===== config.mk =====
export PLATFORM = sky130hd
export DESIGN_NAME = burst_rr_arbiter
export DESIGN_NICKNAME = d
export VERILOG_FILES = /design/src/rtl/burst_rr_arbiter.sv
export SDC_FILE = /design/constraint.sdc
export NUM_CORES = 1
export LEC_CHECK = 0
export CAP_MARGIN = 15
export CORE_ASPECT_RATIO = 1.75
export CORE_MARGIN = 5
export CORE_UTILIZATION = 40
export CTS_CLUSTER_SIZE = 40
export DETAILED_ROUTE_END_ITERATION = 7
export DONT_BUFFER_PORTS = 1
export PLACE_DENSITY = 0.61
export SLEW_MARGIN = 20
export SYNTH_ARGS = -nofsm -noshare
export SYNTH_HDL_FRONTEND = slang
export SYNTH_SLANG_ARGS = --single-unit

===== constraint.sdc =====
create_clock -name clk -period 4.9 [get_ports clk]
set_clock_uncertainty 0.2 [all_clocks]
set_input_delay 0.98 -clock clk [delete_from_list [all_inputs] [get_ports clk]]
set_output_delay 0.98 -clock clk [all_outputs]
set_load 0.005 [all_outputs]

===== src/rtl/burst_rr_arbiter.sv =====
// Round-robin arbiter sharing one count-burst engine among N requesters; tags each beat with its owner.
// Define BURST_RR_FIXED_PRIO_EN to replace round-robin with fixed lowest-index-first priority.
module burst_rr_arbiter #(
  parameter int N   = 4,
  parameter int W   = 11,
  parameter int IDW = $clog2(N)
) (
  input  logic             clk,
  input  logic             rst,
  input  logic [N-1:0]     req_rdy,
  output logic [N-1:0]     req_ack,
  input  logic [N*W-1:0]   req_len,
  output logic             dut_irdy,
  input  logic             dut_iack,
  output logic [W-1:0]     dut_iint,
  input  logic             dut_ordy,
  output logic             dut_oack,
  input  logic [W-1:0]     dut_oint,
  output logic             out_rdy,
  input  logic             out_ack,
  output logic [W-1:0]     out_data,
  output logic [IDW-1:0]   out_id,
  output logic             out_last
);

  typedef enum logic [1:0] {S_IDLE, S_ISSUE, S_STREAM} state_e;

  state_e         state_q, state_d;
  logic [IDW-1:0] gnt_q, gnt_d;
  logic [IDW-1:0] ptr_q, ptr_d;
  logic [W-1:0]   len_q, len_d;
  logic [W-1:0]   data_q;
  logic [IDW-1:0] id_q;
  logic [IDW-1:0] win;

  // Scan in reverse search order so the last hit is the first requester in priority order.
  always_comb begin
    win = '0;
`ifdef BURST_RR_FIXED_PRIO_EN
    for (int i = N - 1; i >= 0; i--) begin
      if (req_rdy[i]) win = IDW'(i);
    end
`else
    for (int k = N; k >= 1; k--) begin
      if (req_rdy[(int'(ptr_q) + k) % N]) win = IDW'((int'(ptr_q) + k) % N);
    end
`endif
  end

  // NOTE: every signal written here gets a default first, so no path can infer a latch.
  always_comb begin
    state_d  = state_q;
    gnt_d    = gnt_q;
    len_d    = len_q;
    ptr_d    = ptr_q;
    req_ack  = '0;
    dut_irdy = 1'b0;
    dut_oack = 1'b0;
    out_rdy  = 1'b0;
    out_last = 1'b0;
    out_data = data_q;
    out_id   = id_q;
    case (state_q)
      S_IDLE: begin
        if (|req_rdy) begin
          gnt_d   = win;
          len_d   = req_len[int'(win) * W +: W];
`ifndef BURST_RR_FIXED_PRIO_EN
          ptr_d   = win;
`endif
          state_d = S_ISSUE;
        end
      end
      S_ISSUE: begin
        dut_irdy = 1'b1;
        if (dut_iack) begin
          req_ack[gnt_q] = 1'b1;
          state_d        = S_STREAM;
        end
      end
      S_STREAM: begin
        out_rdy  = dut_ordy;
        out_data = dut_oint;
        out_id   = gnt_q;
        out_last = dut_ordy && (dut_oint == len_q);
        dut_oack = out_ack && dut_ordy;
        if (out_last && out_ack) state_d = S_IDLE;
      end
      default: state_d = S_IDLE;
    endcase
  end

  assign dut_iint = len_q;

  // NOTE: state registers use non-blocking assignments so every flop samples pre-edge values.
  always_ff @(posedge clk) begin
    if (rst) begin
      state_q <= S_IDLE;
      gnt_q   <= '0;
      len_q   <= '0;
      ptr_q   <= IDW'(N - 1);
      data_q  <= '0;
      id_q    <= '0;
    end else begin
      state_q <= state_d;
      gnt_q   <= gnt_d;
      len_q   <= len_d;
      ptr_q   <= ptr_d;
      // Track the last streamed beat so out_data/out_id hold it outside STREAM.
      if (state_q == S_STREAM) begin
        data_q <= dut_oint;
        id_q   <= gnt_q;
      end
    end
  end

endmodule

Yosys cells after proc, flatten, opt, wreduce, memory -nomap -nowiden
Cells that the tools add are included.

storage, ports and cells
  bits in registers = 30
  logic and storage cells = 70
  input bits = 64

cells by class
  multiplexer cells = 30
  shifts and indexed selects = 1
  bitwise logic cells = 4
  equality and inequality tests = 6
  reduce and logical (&&, ||, !) cells = 12
  add/subtract/negate cells = 4
  magnitude comparators = 6
  multipliers = 1

operator list
  cell                                                                   count
  44-bit by 7-bit indexed part select with 11-bit output                 1
  3-bit by 4-bit < comparator with 1-bit output, second input constant   4
  2-bit 2-to-1 mux                                                       8
  1-bit 2-to-1 mux                                                       13
  11-bit == test                                                         1
  11-bit 2-to-1 mux                                                      1
  1-bit binary-select mux with 2-bit select                              4
  4-bit 2-to-1 mux                                                       2
  2-bit OR reduction                                                     4
  2-bit by 4-bit multiplier with 6-bit output, second input constant     1
  2-bit != test, second input constant                                   3
  2-bit one-hot mux with 3 select lines                                  1
  2-bit by 1-bit adder with 2-bit output, second input constant          2
  2-bit adder, second input constant                                     2
  1-bit AND, first input constant                                        4
  1-bit logical AND                                                      4
  4-bit OR reduction                                                     1
  2-bit by 3-bit < comparator with 1-bit output, second input constant   1
  3-bit AND reduction                                                    1
  1-bit demux with 2-bit select                                          1
  2-bit by 1-bit == test with 1-bit output, second input constant        1
  2-bit == test, second input constant                                   1
  2-bit by 1-bit >= comparator with 1-bit output, second input constant  1
  2-bit zero test                                                        1
  2-bit AND reduction                                                    1

Longest topological paths before layout
Gate-level depths: netlist of the first run.

  word-level depth = 12
  mapped depth = 6
  gate-level depth less buffers = 5

Worst setup path before layout of the first run
No wires, ideal clock.

  path kind = input-to-output
  start point = input port dut_oint[2]
  end point = output port out_last
  path buffers = 0
  data arrival time = 1.558 ns
  slack = 2.162 ns
  required time = 3.720 ns
  stages on the path = 4
  cells stage by stage = xnor2_1 > nand4_1 > nor3_1 > and2_1

between the ends
  word-level cells in the longest chain between the ends = 3

ends and longest elaborated chain
  what               line  text
  start, declared    18    input logic [W-1:0] dut_oint,
  11-bit == test     85    out_last = dut_ordy && (dut_oint == len_q);
  1-bit logical AND  85
  1-bit 2-to-1 mux   63    case (state_q)
  end, declared      23    output logic out_last

Every way passes these cells.

Final worst setup path of the first run
  start point = input port dut_oint[4]
  end point = output port out_last

Same word-level chain as after synthesis.

==> results of run 1 <==
==> worst max-delay path: stages <==
cell     delay, ns
xnor2_1       0.12
nand4_1       0.12
nor3_1        0.24
and2_1        0.18
==> cell usage after synthesis, types with 2 or more instances <==
library cell | count | area share [%]
mux2i_1 | 23 | 12
o211ai_1 | 11 | 4.4
nand4_1 | 3 | 0.99
nor2b_1 | 16 | 5.3
and2_1 | 3 | 0.99
nand2b_1 | 3 | 0.99
nor2_2 | 2 | 0.66
clkbuf_1 | 3 | 0.60
nor4b_1 | 22 | 10
buf_2 | 5 | 1.3
nor2_1 | 5 | 0.99
mux2_2 | 13 | 7.8
xnor2_1 | 11 | 5.1
buf_4 | 3 | 1.2
buf_6 | 3 | 1.8
a21oi_1 | 7 | 1.9
dfxtp_1 | 30 | 32
and3_1 | 2 | 0.66
nand2_1 | 15 | 3.0
nor3_1 | 3 | 0.80
==> power by group through the flow <==
stage	registers (mW)	logic, mW	clock network, mW
floorplan	0.299	0.159	0
global placement	0.311	0.158	0
detailed placement	0.312	0.161	0
CTS	0.307	0.162	0.189
global route	0.310	0.181	0.200
finish	0.304	0.159	0.180
==> final cells by class <==
cell class / count / area, sq um / share of cell area (%)
flip-flops and latches: 30 / 601 / 31.1
multi-input cells: 150 / 1170 / 60.8
clock buffers: 7 / 76.3 / 3.95
well taps: 52 / 65.1 / 3.37
repair buffers: 2 / 15.0 / 0.778
==> path summary, 6_finish.rpt <==
path,from,to,depth (start not counted)
worst max-delay path,dut_oint[4],out_last,4
worst min-delay path,dut_iint[2]$_SDFFE_PP0P_,dut_iint[2]$_SDFFE_PP0P_,2
worst max register to register,ptr_q[1]$_SDFFE_PP1P_,dut_iint[3]$_SDFFE_PP0P_,4
worst min register to register,dut_iint[2]$_SDFFE_PP0P_,dut_iint[2]$_SDFFE_PP0P_,2
==> logic make-up after synthesis <==
kind of cell	after synthesis	synth area share (%)
muxes	36	20.0
AOI/OAI and AO/OA	25	10.1
xor gates and xnor gates	11	5.11
DFF	30	31.8
buffers and inverters	15	5.97
and+or+nand+nor	78	27.1
==> through the flow <==
step,hold slack (ns),std cells
finish,0.346,241
global route,0.386,241
CTS,0.355,241
detailed placement,0.347,234
global placement,0.341,234
floorplan,0.296,195
==> layer usage <==
layer  vias up  routed length, microns  GRT usage (%)
li1        696                       -              -
met1       646                    1700           19.3
met2        68                    2380           25.5
met3         6                     398           3.33
met4         0                      87           6.37
met5         -                       0              0
==> sequential cells by signal, summed over array words and instances, names as in the netlist <==
name	cells
data_q	11
dut_iint	11
id_q	2
ptr_q	2
gnt_q	2
state_q	2
==> flow_summary.yaml, run 1 <==
layout:
  drive_gt1_share_pct: 14.8
  fill_cells: 487
  syn_to_final_growth_pct: 2.32
  nNetsFinal: 253
  layout_commonest_cell: "dfxtp_1"
  layout_common_cells: "dfxtp_1, mux2i_1, nor4b_1"
  antenna_cells: 0
  stdcell_area_sq_mm: 0.00193
  final_util_pct: 41.7
timing:
  setup_tns_ns: 0
  slew_violations: 0
  tightestPinTransition_ns: 0.923
  post-route-min-period_ns: 2.83
  period_share_pct: 57.8
  maxSlewHeadroom_pct: 38.5
  worst_slack_ns: 2.07
  fmax_ghz: 0.353
  finalHoldViolCount: 0
  rsz0062_at_grt: "false"
  finalSetupViolCount: 0
clocking:
  cts_buffer_depth: 2
  cts_hold_buf: 0
  post_cts_buffers: 0
  cts_tree: "done"
  cts_max_level: 2
  clock-sinks: 30
  cts_resized: 0
  clk_latency_ns: 0.27
  cts_root_buf: "clkbuf_8"
  cts_made_buffers: 5
  cts.clk_slew.worst_paths_ns: 0.06
logic_synthesis:
  syn_nets: 259
  synthArstFlopShare_pct: 0
  ys.flop_type: "dfxtp_1"
  synth-seq-area-share_pct: 31.8
  synth_warnings: 0
  postSynthCellCount: 195
  ys_types: 32
  syn_avg_cell_area_sq_um: 9.68
  synth_edf_count: 0
  synth-seq-cells: 30
  syn-cell-area_sq_mm: 0.00189
die:
  boundaryPins: 96
  fp.dieW_microns: 61.9
  start_util_pct: 40.8
  fp.dieH_microns: 101
  fp.coreArea_sq_mm: 0.00462
  die-area_sq_mm: 0.00624
  rows: 33
global_route:
  grt_antenna_before_repair: 0
  grt_max_degree: 44
  grt_pass1_vias: 1423
  track_usage_pct: 15.6
  grt.overflow.total: 0
  grt_pass1_wl_microns: 7260
detailed_routing:
  routed_wl_microns: 4570
  drt_pass1_iterations: 4
  viasPerCell: 5.88
  final_antenna_net_count: 0
  drtIter0Drc: 15
  dr_total_vias: 1416
  drcViolationCount: 0
  post_drt_wl_per_cell_microns: 19.0
pwr:
  fin_total_pwr_uw: 643
  powerDensity_mw_per_mm2: 333
  pwr-share-clk_pct: 28.0
  power_frac_seq_pct: 47.3
  p_comb_share_pct: 24.7
  p_int_uw: 445
  power.share.switching_pct: 30.8
  ir_drop_uv: 143
  leakage_nw: 0.683
  power.switching_uw: 198
place:
  gp_congestion: 0.716
  port_buffers: 0
  place_area_sq_mm: 0.00185
  pre_cts_slack_ns: 1.90
  dp_hpwl_microns: 3600
run_status:
  status: "finished, final reports clean"
critical_path:
  end_kind: "output pin"
  cp_data_required_time_ns: 3.72
  start_kind: "input port"
  reg2reg_setup_slack_ns: 2.44
  cp_data_arrival_time_ns: 1.65
  cp_max_fo: 2
  worstSetupPathType: "in2out"
job:
  maxCapViolations: 0
hold_path:
  hp-class: "reg2reg"
(Power assumes the default switching activity.)
==> run 2: changes to the inputs <==
--- a/config.mk
+++ b/config.mk
@@ -12,7 +12,7 @@
 export CTS_CLUSTER_SIZE = 40
 export DETAILED_ROUTE_END_ITERATION = 7
 export DONT_BUFFER_PORTS = 1
-export PLACE_DENSITY = 0.61
+export PLACE_DENSITY = 0.63
 export SLEW_MARGIN = 20
 export SYNTH_ARGS = -nofsm -noshare
 export SYNTH_HDL_FRONTEND = slang
==> constraint.sdc (replaced) <==
create_clock -name clk -period 2.6 [get_ports clk]
set_clock_uncertainty 0.2 [all_clocks]
set_input_delay 0.52 -clock clk [delete_from_list [all_inputs] [get_ports clk]]
set_output_delay 0.52 -clock clk [all_outputs]
set_load 0.005 [all_outputs]
==> flow_summary.yaml, run 2 (synthesis results as in run 1) <==
layout:
  nNetsFinal: 255
  syn_to_final_growth_pct: 4.91
  fill_cells: 475
  final_util_pct: 42.8
  antenna_cells: 0
  layout_commonest_cell: "dfxtp_1"
  fin_cells: 244
  drive_gt1_share_pct: 17.2
  layout_common_cells: "dfxtp_1, mux2i_1, nor4b_1"
global_route:
  grt_pass1_wl_microns: 6960
  track_usage_pct: 15.0
  grt_pass1_vias: 1393
  grt_max_degree: 44
  grt.overflow.total: 0
  grt_antenna_before_repair: 0
critical_path:
  r2r_cells: 5
  cp_data_required_time_ns: 1.88
  crit_chain: "nor2b_1, buf_4, mux2_2"
  crit_end: "out_data[2]"
  cp_data_arrival_time_ns: 1.40
  reg2reg_setup_slack_ns: 0.65
  timing.rr.end: "dut_iint[5]$_SDFFE_PP0P_"
  cp_max_fo: 17
  crit_start: "state_q[1]$_SDFFE_PP0P_"
  end_kind: "output pin"
  start_kind: "flop"
  worstSetupPathType: "reg2out"
  slowest_stage: "mux2_2"
  max_stage_delay_ns: 0.39
  r2r-start: "ptr_q[1]$_SDFFE_PP1P_"
clocking:
  cts_max_level: 2
  cts_buffer_depth: 2
  cts_hold_buf: 0
  cts_tree: "done"
  cts_resized: 0
  clock-sinks: 30
  post_cts_buffers: 0
  cts.clk_slew.worst_paths_ns: 0.06
  clk_latency_ns: 0.27
  cts_made_buffers: 5
  cts_root_buf: "clkbuf_8"
die:
  fp.coreArea_sq_mm: 0.00462
  rows: 33
  fp.dieW_microns: 61.9
  boundaryPins: 96
  fp.dieH_microns: 101
  start_util_pct: 40.8
  die-area_sq_mm: 0.00624
hold_path:
  hp-class: "in2reg"
pwr:
  pwr-share-clk_pct: 32.8
  p_comb_share_pct: 23.2
  p_int_uw: 927
  leakage_nw: 0.712
  power_frac_seq_pct: 43.9
  power.switching_uw: 385
  ir_drop_uv: 392
  power.share.switching_pct: 29.4
  powerDensity_mw_per_mm2: 663
timing:
  worst_slack_ns: 0.479
  finalSetupViolCount: 0
  setup_tns_ns: 0
  tightestPinTransition_ns: 0.372
  finalHoldViolCount: 0
  period_share_pct: 81.6
  post-route-min-period_ns: 2.12
  slew_violations: 0
  rsz0062_at_grt: "false"
  maxSlewHeadroom_pct: 75.1
  fmax_ghz: 0.472
place:
  gp_congestion: 0.750
  dp_hpwl_microns: 3560
  dp.cells: 236
  pre_cts_slack_ns: 0.433
  port_buffers: 0
detailed_routing:
  final_antenna_net_count: 0
  drt_pass1_iterations: 4
  viasPerCell: 5.77
  drcViolationCount: 0
  post_drt_wl_per_cell_microns: 18.6
  dr_total_vias: 1407
  routed_wl_microns: 4540
  drtIter0Drc: 22
job:
  maxCapViolations: 0
run_status:
  status: "finished, final reports clean"
==> run 2: cell types whose count changed in the layout (fill, tap and decap cells not counted) <==
cell,delta
buf_4,+2
clkbuf_1,-2
clkbuf_8,+3
==> run 2: how the worst min path moves through the flow <==
stage | start | end | slack [ns] | cells after the start
after floorplan | ptr_q[0]$_SDFFE_PP1P_ | ptr_q[0]$_SDFFE_PP1P_ | 0.30 | 2
after global placement | dut_iint[0]$_SDFFE_PP0P_ | dut_iint[0]$_SDFFE_PP0P_ | 0.34 | 2
after detailed placement | dut_iint[0]$_SDFFE_PP0P_ | dut_iint[0]$_SDFFE_PP0P_ | 0.34 | 2
after CTS | rst | state_q[0]$_SDFFE_PP0P_ | 0.1 | 1
after global routing | rst | state_q[0]$_SDFFE_PP0P_ | 0.09 | 1
final | rst | state_q[0]$_SDFFE_PP0P_ | 0.11 | 1
==> run 2: cell type report <==
class | count | area (sq um) | share of cell area, %
multi-input cells | 150 | 1170 | 59.3
flip-flops and latches | 30 | 601 | 30.3
clock buffers | 8 | 110 | 5.56
well taps | 52 | 65.1 | 3.29
repair buffers | 4 | 30.0 | 1.52
==> run 2: critical path, delay by kind of cell (launching register included) <==
family,cells,cell delay [ns]
DFF,1,0.36
muxes,1,0.39
and+or+nand+nor,1,0.14
buffers and inverters,1,0.23
==> run 2: power groups by stage <==
stage | logic (mW) | clock network [mW] | registers [mW]
finish | 0.305 | 0.430 | 0.577
global route | 0.343 | 0.471 | 0.585
floorplan | 0.299 | 0 | 0.564
detailed placement | 0.309 | 0 | 0.590
global placement | 0.307 | 0 | 0.588
CTS | 0.311 | 0.445 | 0.580
==> run 2: per-layer routing <==
metal | vias up | part of all wire (%) | track usage (%)
li1 | 698 | - | -
met1 | 643 | 39 | 18.8
met2 | 57 | 51 | 24.1
met3 | 9 | 8.2 | 4.23
met4 | 0 | 1.4 | 4.90
met5 | - | 0 | 0
==> run 2: per-stage QoR <==
stage	instance area, sq um	hold slack (ns)	total power, mW
2_1_floorplan	1890	0.296	0.863
3_3_place_gp	1870	0.338	0.895
3_5_place_dp	1870	0.345	0.899
4_1_cts	1980	0.0977	1.33
5_1_grt	1980	0.0886	1.40
6_report	1980	0.115	1.31
==> run 3: changes to the inputs <==
--- a/config.mk
+++ b/config.mk
@@ -12,7 +12,7 @@
 export CTS_CLUSTER_SIZE = 40
 export DETAILED_ROUTE_END_ITERATION = 7
 export DONT_BUFFER_PORTS = 1
-export PLACE_DENSITY = 0.63
+export PLACE_DENSITY = 0.61
 export SLEW_MARGIN = 20
 export SYNTH_ARGS = -nofsm -noshare
 export SYNTH_HDL_FRONTEND = slang
==> constraint.sdc (replaced) <==
create_clock -name clk -period 2.1 [get_ports clk]
set_clock_uncertainty 0.2 [all_clocks]
set_input_delay 0.42 -clock clk [delete_from_list [all_inputs] [get_ports clk]]
set_output_delay 0.42 -clock clk [all_outputs]
set_load 0.005 [all_outputs]
==> flow_summary.yaml, run 3 (synthesis results as in run 1) <==
global_route:
  grt_pass1_vias: 1365
  track_usage_pct: 15.0
  grt_antenna_before_repair: 0
  grt_pass1_wl_microns: 6840
  grt_max_degree: 42
  grt.overflow.total: 0
timing:
  tightestPinTransition_ns: 0.311
  worst_slack_ns: 0.0728
  slew_violations: 0
  maxSlewHeadroom_pct: 79.3
  post-route-min-period_ns: 2.03
  fmax_ghz: 0.493
  finalHoldViolCount: 0
  period_share_pct: 96.5
  setup_tns_ns: 0
  finalSetupViolCount: 0
  rsz0062_at_grt: "true"
clocking:
  cts_max_level: 2
  post_cts_buffers: 0
  cts_tree: "done"
  cts_made_buffers: 5
  clk_latency_ns: 0.27
  cts.clk_slew.worst_paths_ns: 0.06
  cts_root_buf: "clkbuf_8"
  cts_buffer_depth: 2
  clock-sinks: 30
detailed_routing:
  top_layer_used: "met4"
  dr_wl_met2_microns: 2650
  drt_pass1_iterations: 4
  wl_met1_microns: 1730
  wl_met3_microns: 392
  routed_wl_microns: 4870
  post_drt_wl_per_cell_microns: 19.7
  drcViolationCount: 0
  viasPerCell: 5.71
  drtIter0Drc: 26
  dr_total_vias: 1410
  final_antenna_net_count: 0
job:
  maxCapViolations: 0
layout:
  antenna_cells: 0
  syn_to_final_growth_pct: 7.03
  final_util_pct: 43.7
  register_area_sq_um: 601
  multi_input_area_sq_mm: 0.00119
  nNetsFinal: 258
  fill_cells: 493
  layout_commonest_cell: "dfxtp_1"
  drive_gt1_share_pct: 18.5
  layout_common_cells: "dfxtp_1, mux2i_1, nor4b_1"
critical_path:
  reg2reg_setup_slack_ns: 0.27
  r2r-start: "ptr_q[1]$_SDFFE_PP1P_"
  cp_data_arrival_time_ns: 1.41
  end_kind: "output pin"
  cp_data_required_time_ns: 1.48
  cp_max_fo: 8
  timing.rr.end: "dut_iint[3]$_SDFFE_PP0P_"
  r2r_cells: 6
  start_kind: "flop"
  worstSetupPathType: "reg2out"
die:
  fp.dieH_microns: 101
  die-area_sq_mm: 0.00624
  start_util_pct: 40.8
  fp.coreArea_sq_mm: 0.00462
  fp.dieW_microns: 61.9
  rows: 33
  boundaryPins: 96
place:
  dp_hpwl_microns: 3670
  port_buffers: 0
  pre_cts_slack_ns: 0.0610
  gp_congestion: 0.743
run_status:
  status: "finished, final reports clean"
pwr:
  ir_drop_uv: 481
  fin_total_pwr_mw: 1.58
  leakage_nw: 0.723
  powerDensity_mw_per_mm2: 781
hold_path:
  hold_depth: 1
  min_to: "data_q[9]$_SDFF_PP0_"
  min-delay-start: "rst"
  hp-class: "in2reg"
-- run 3: final cells by class --
class	instances	share of cell area, %
clock buffer	7	4.28
sequential	30	29.7
tap	52	3.22
timing repair buffer	7	3.66
multi-input combinational	150	58.9
clock inverter	1	0.248
-- run 3: metrics by stage --
step           area (sq um)  hold slack, ns  instances
2_1_floorplan          1890           0.296        195
3_3_place_gp           1880           0.296        236
3_5_place_dp           1880           0.296        236
4_1_cts                1980       0.0000819        245
5_1_grt                2020        0.000788        247
6_report               2020          0.0178        247
-- run 3: where the power goes --
part | total [mW] | internal, mW | leakage, nW | switching [mW]
registers | 0.712 | 0.635 | 0.246 | 0.0773
logic | 0.401 | 0.196 | 0.429 | 0.204
clock network | 0.464 | 0.264 | 0.0482 | 0.201
total | 1.58 | 1.09 | 0.723 | 0.482
-- run 3: layer usage --
layer,global-route usage [%],vias up
met1,16.9,642
met4,6.37,0
met3,3.85,6
met2,25.5,55
met5,0,-
li1,-,707
-- run 3: what timing repair did --
action,4_1_cts,5_1_grt
endpoints found under the hold margin,3,1
gates resized for setup,0,6
hold buffers,1,1
endpoints found under the setup margin,0,18
-- run 3: critical path, cell delays in order, from the launching register on --
cell and delay (ns):
dfxtp_1 0.37, nor2b_4 0.19, clkbuf_4 0.21, mux2_2 0.37
-- run 3: how the worst max path moves through the flow --
stage | from | end | slack, ns | cells past startpoint
6_report | state_q[1]$_SDFFE_PP0P_ | out_data[6] | 0.07 | 3
5_1_grt | state_q[1]$_SDFFE_PP0P_ | out_data[6] | -0.005 | 3
2_1_floorplan | req_rdy[0] | ptr_q[1]$_SDFFE_PP1P_ | 0.26 | 5
4_1_cts | state_q[1]$_SDFFE_PP0P_ | out_data[9] | 0.04 | 3
3_3_place_gp | req_rdy[0] | dut_iint[5]$_SDFFE_PP0P_ | 0.09 | 5
3_5_place_dp | req_rdy[0] | dut_iint[8]$_SDFFE_PP0P_ | 0.06 | 5
==> patch 1 (flow settings as in run 2) <==
Make the reset (`rst`) asynchronous in one clocked block.
--- a/src/rtl/burst_rr_arbiter.sv
+++ b/src/rtl/burst_rr_arbiter.sv
@@ -93,7 +93,7 @@
   assign dut_iint = len_q;
 
   // NOTE: state registers use non-blocking assignments so every flop samples pre-edge values.
-  always_ff @(posedge clk) begin
+  always_ff @(posedge clk or posedge rst) begin
     if (rst) begin
       state_q <= S_IDLE;
       gnt_q   <= '0;
Behaviour: differs if rst is asserted again (counterexample within 4 cycles, from zero or initial values and one cycle with rst high); with rst held inactive, the same outputs for 4 cycles.
==> patch 1 against run 2 <==
Count of clock-buffer cells in the layout decreased by 2. Wire length decreased by 0.64%. Critical path type unchanged. Worst hold slack got worse by 110 ps. Sequential cell count unchanged. Setup slack got worse by 100 ps. Final area decreased by 6.7%. Synthesized area decreased by 10%. Synthesized cell count decreased by 24%. Largest cell class unchanged. Register-to-register slack got worse by 250 ps.
Power is not compared: it rests on default switching activity, and its combinational part moved more than twofold at a synthesized area within 25%.
==> patch 1: results (changes against run 2) <==
| Metric | Value |
|---|---|
| Area contributors post-synth | `dfrtp_1 41%, mux2i_1 14%, mux2_2 9.3%, xnor2_1 5.7%, o221ai_1 5.2%` |
| Non-filler instance count after layout | `203 (-17%)` |
| Synthesized Nets | `213 (-18%)` |
| Total Power | `2.375 mW` |
| Async S/R FF share, synth | `1.000 (+1.000)` |
| DRT met1 WL | `1364 µm (-23%)` |
| Vias in the first global route | `1377 (-1.1%)` |
| CP Launch Point | `state_q[1]` |
| Worst slew pin tran | `524.9 ps (+153.0 ps)` |
| Layout cell share with drive strength beyond 1 | `0.2078 (+0.03592)` |
| WL/cell | `22.20 µm (+19%)` |
| GR Layer Usage met3 | `0.06040 (+0.01809)` |
| R2R depth | `6 (+1)` |
| Routability cong. | `0.7731 (+3.1%)` |
| Initial DRC count | `15 (-32%)` |
| DPL Wire Length | `3642 µm (+2.4%)` |
| Crit-path slowest cell | `dfrtp_1` |
| Met1 Resource Use GR | `0.1519 (-0.03614)` |
| Worst hold path class | `in -> async` |
| Post-synth top cells | `28 x dfrtp_1, 23 x mux2i_1, 16 x nand2_1` |
| Status | `complete, no violations` |
| Worst Setup EP | `out_data[1]` |
| Worst Path Arrival | `1500 ps (+100 ps)` |
| Final #Nets | `218 (-15%)` |
| Reg2reg start | `ptr_q[1]` |
| Mean Syn Cell Area | `11.40 µm² (+18%)` |
-- patch 1: changes by cell type after synthesis, moves of 3 or more --
cell | before | now
dfrtp_1 | 0 | 28
dfxtp_1 | 30 | 0
a21oi_1 | 7 | 3
nor4b_1 | 22 | 0
nor2b_1 | 16 | 3
inv_1 | 0 | 5
o211ai_1 | 11 | 0
o221ai_1 | 0 | 10
buf_2 | 5 | 2
-- patch 1: layout make-up --
type | count | area [µm²]
clock buffer | 6 | 82.58
clock inverter | 1 | 30.03
fill | 411 | 2265
inverter | 5 | 18.77
multi-input combinational | 106 | 855.8
sequential | 30 | 753.2
tap | 49 | 61.31
timing repair buffer | 6 | 45.04
-- patch 1: worst min-delay path by stage --
stage               startpoint           to  cells past startpoint  slack (ps)
floorplan             ptr_q[1]     ptr_q[1]                      2         270
global placement      ptr_q[1]     ptr_q[1]                      2         280
detailed placement    ptr_q[1]     ptr_q[1]                      2         290
CTS                        rst  dut_iint[9]                      2          10
global route               rst    data_q[6]                      2          30
finish                     rst    data_q[6]                      2           3
-- patch 1: critical path, delay by kind of cell, from the launching register on --
family | cells | cell delay (ps)
flops | 1 | 390
mux | 1 | 380
simple gates | 1 | 230
buf+inv | 1 | 220
-- patch 1: logic make-up after synthesis --
family | share of synthesized area
DFF | 0.4436
AOI/OAI and AO/OA | 0.1046
and+or+nand+nor | 0.1142
muxes | 0.2284
xor gates and xnor gates | 0.05674
buffers and inverters | 0.05232
-- patch 1: metrics by stage --
step | setup WS [ps] | utilization
2_1_floorplan | 673.2 | -
3_3_place_gp | 486.7 | 0.4218
3_5_place_dp | 383.3 | 0.4218
4_1_cts | 357.5 | 0.4492
5_1_grt | 249.0 | 0.4492
6_report | 377.1 | 0.4492
==> patch 2 (flow settings as in run 2) <==
Made on the original files. The option `BURST_RR_FIXED_PRIO_EN` is turned on by a define.
--- a/src/rtl/burst_rr_arbiter.sv
+++ b/src/rtl/burst_rr_arbiter.sv
@@ -1,5 +1,7 @@
 // Round-robin arbiter sharing one count-burst engine among N requesters; tags each beat with its owner.
 // Define BURST_RR_FIXED_PRIO_EN to replace round-robin with fixed lowest-index-first priority.
+`define BURST_RR_FIXED_PRIO_EN
+
 module burst_rr_arbiter #(
   parameter int N   = 4,
   parameter int W   = 11,
Function: same outputs for any inputs over 4 cycles, from zero or initial values and one cycle with rst high; that may be too few to reach the edited logic, so the function may still have changed.
==> patch 2 against run 2 <==
Register-to-register slack better by 280 ps. Non-clock buffer count did not move. Wire length is essentially flat. Synthesized area shrank 15%. Setup slack lost 220 ps. Utilization grew 0.14 points. Combinational power is 34% lower. Count of clock-buffer cells in the layout shrank 5. Final area is 16% lower. Total power fell by 29%. Sequential cell count decreased by 2.
==> patch 2: results (changes against run 2) <==
| Metric | Value |
|---|---|
| Worst-path maximum fanout | `11 (-6)` |
| Layout cell share with drive strength beyond 1 | `0.1152 (-0.05672)` |
| Synth Warn # | `0 (unchanged)` |
| Worst Path Arrival | `1620 ps (+220 ps)` |
| Routability cong. | `0.8251 (+10%)` |
| Final WL | `4534 µm (about the same)` |
| Crit-path slowest cell | `dfxtp_1` |
| Vias/cell | `6.225 (+8.0%)` |
| Vias in the first global route | `1323 (-5.0%)` |
| P_leak | `0.5942 nW (-17%)` |
| Synthesized instance count | `170 (-13%)` |
| DPL Wire Length | `3778 µm (+6.2%)` |
| Non-filler instance count after layout | `213 (-13%)` |
| Largest net degree at the start of global routing | `20 (-55%)` |
| Area contributors post-synth | `dfxtp_1 35%, mux2_1 9.2%, or3_1 8.6%, a32o_1 6.9%, xnor2_1 6.0%` |
| Post-synth top cells | `28 x dfxtp_1, 22 x or3_1, 15 x nor2b_1` |
| Cts bufs inserted | `3 (-2)` |
| Synthesized Nets | `234 (-9.7%)` |
| H-Tree Depth | `1 (-1)` |
| Reg2reg start | `state_q[1]` |
| R2R Setup Slk | `930 ps (+280 ps)` |
| Worst Setup EP | `out_last` |
| Slowest stage delay, CP | `420 ps (+30 ps)` |
| IR drop worst, VDD | `0.3711 mV (-5.4%)` |
| Worst slew margin | `0.4905 (-0.2610)` |
| Netlist cell types | `29 (-9.4%)` |
| R2r endpoint | `data_q[7]` |
| Total track usage | `0.1649 (+0.01520)` |
| First-pass GRT wire length | `6982 µm (+0.39%)` |
| Status | `complete, no violations` |
| Antenna Cells | `0 (unchanged)` |
## patch 2: final cells by class
cell class / count / area (µm²)
flip-flops and latches: 28 / 560.5
repair buffers: 4 / 30.03
multi-input cells: 127 / 957.2
well taps: 48 / 60.06
fillers: 378 / 2206
clock buffers: 3 / 41.29
inverters: 3 / 11.26
## patch 2: power by group
part	internal, mW	switching (mW)
logic	0.0968	0.104
registers	0.464	0.0402
clock network	0.104	0.126
total	0.665	0.270
## patch 2: cells by family after synthesis
kind of cell,after synthesis,synth area share
buf+inv,15,0.05176
simple gates,63,0.2416
mux,14,0.09804
flops,28,0.3514
compound gates,39,0.1969
xor+xnor,11,0.06039
## patch 2: worst register-to-register path, delay by kind of cell (launching register included)
family	cells	cell delay (ps)
buffers and inverters	1	220
DFF	1	420
muxes	1	380
and+or+nand+nor	2	360
## patch 2: worst min path at each step
stage	to	cells past startpoint	slack, ps
final	data_q[2]	1	110
after global routing	data_q[7]	1	100
after CTS	data_q[5]	1	100
after detailed placement	dut_iint[10]	1	370
after global placement	dut_iint[4]	1	350
after floorplan	dut_iint[0]	1	310
## patch 2: stage by stage
step / hold WS [ps] / power (mW) / cell area (µm²) / setup WS [ps] / utilization
5_1_grt: 96.17 / 0.9866 / 1660 / 126.5 / 0.4295
2_1_floorplan: 307.7 / 0.6799 / 1595 / 727.2 / -
6_report: 112.4 / 0.9349 / 1660 / 257.8 / 0.4295
3_3_place_gp: 352.1 / 0.7083 / 1614 / 525.3 / 0.4175
3_5_place_dp: 367.2 / 0.7181 / 1614 / 405.2 / 0.4175
4_1_cts: 102.8 / 0.9486 / 1655 / 245.7 / 0.4282
## patch 2: layer usage
metal / GRT usage / share of wire / vias to the layer above
met4: 0.06190 / 0.019 / 0
met2: 0.3047 / 0.55 / 62
li1: - / - / 630
met5: 0 / 0 / -
met3: 0.04420 / 0.086 / 6
met1: 0.1713 / 0.35 / 628
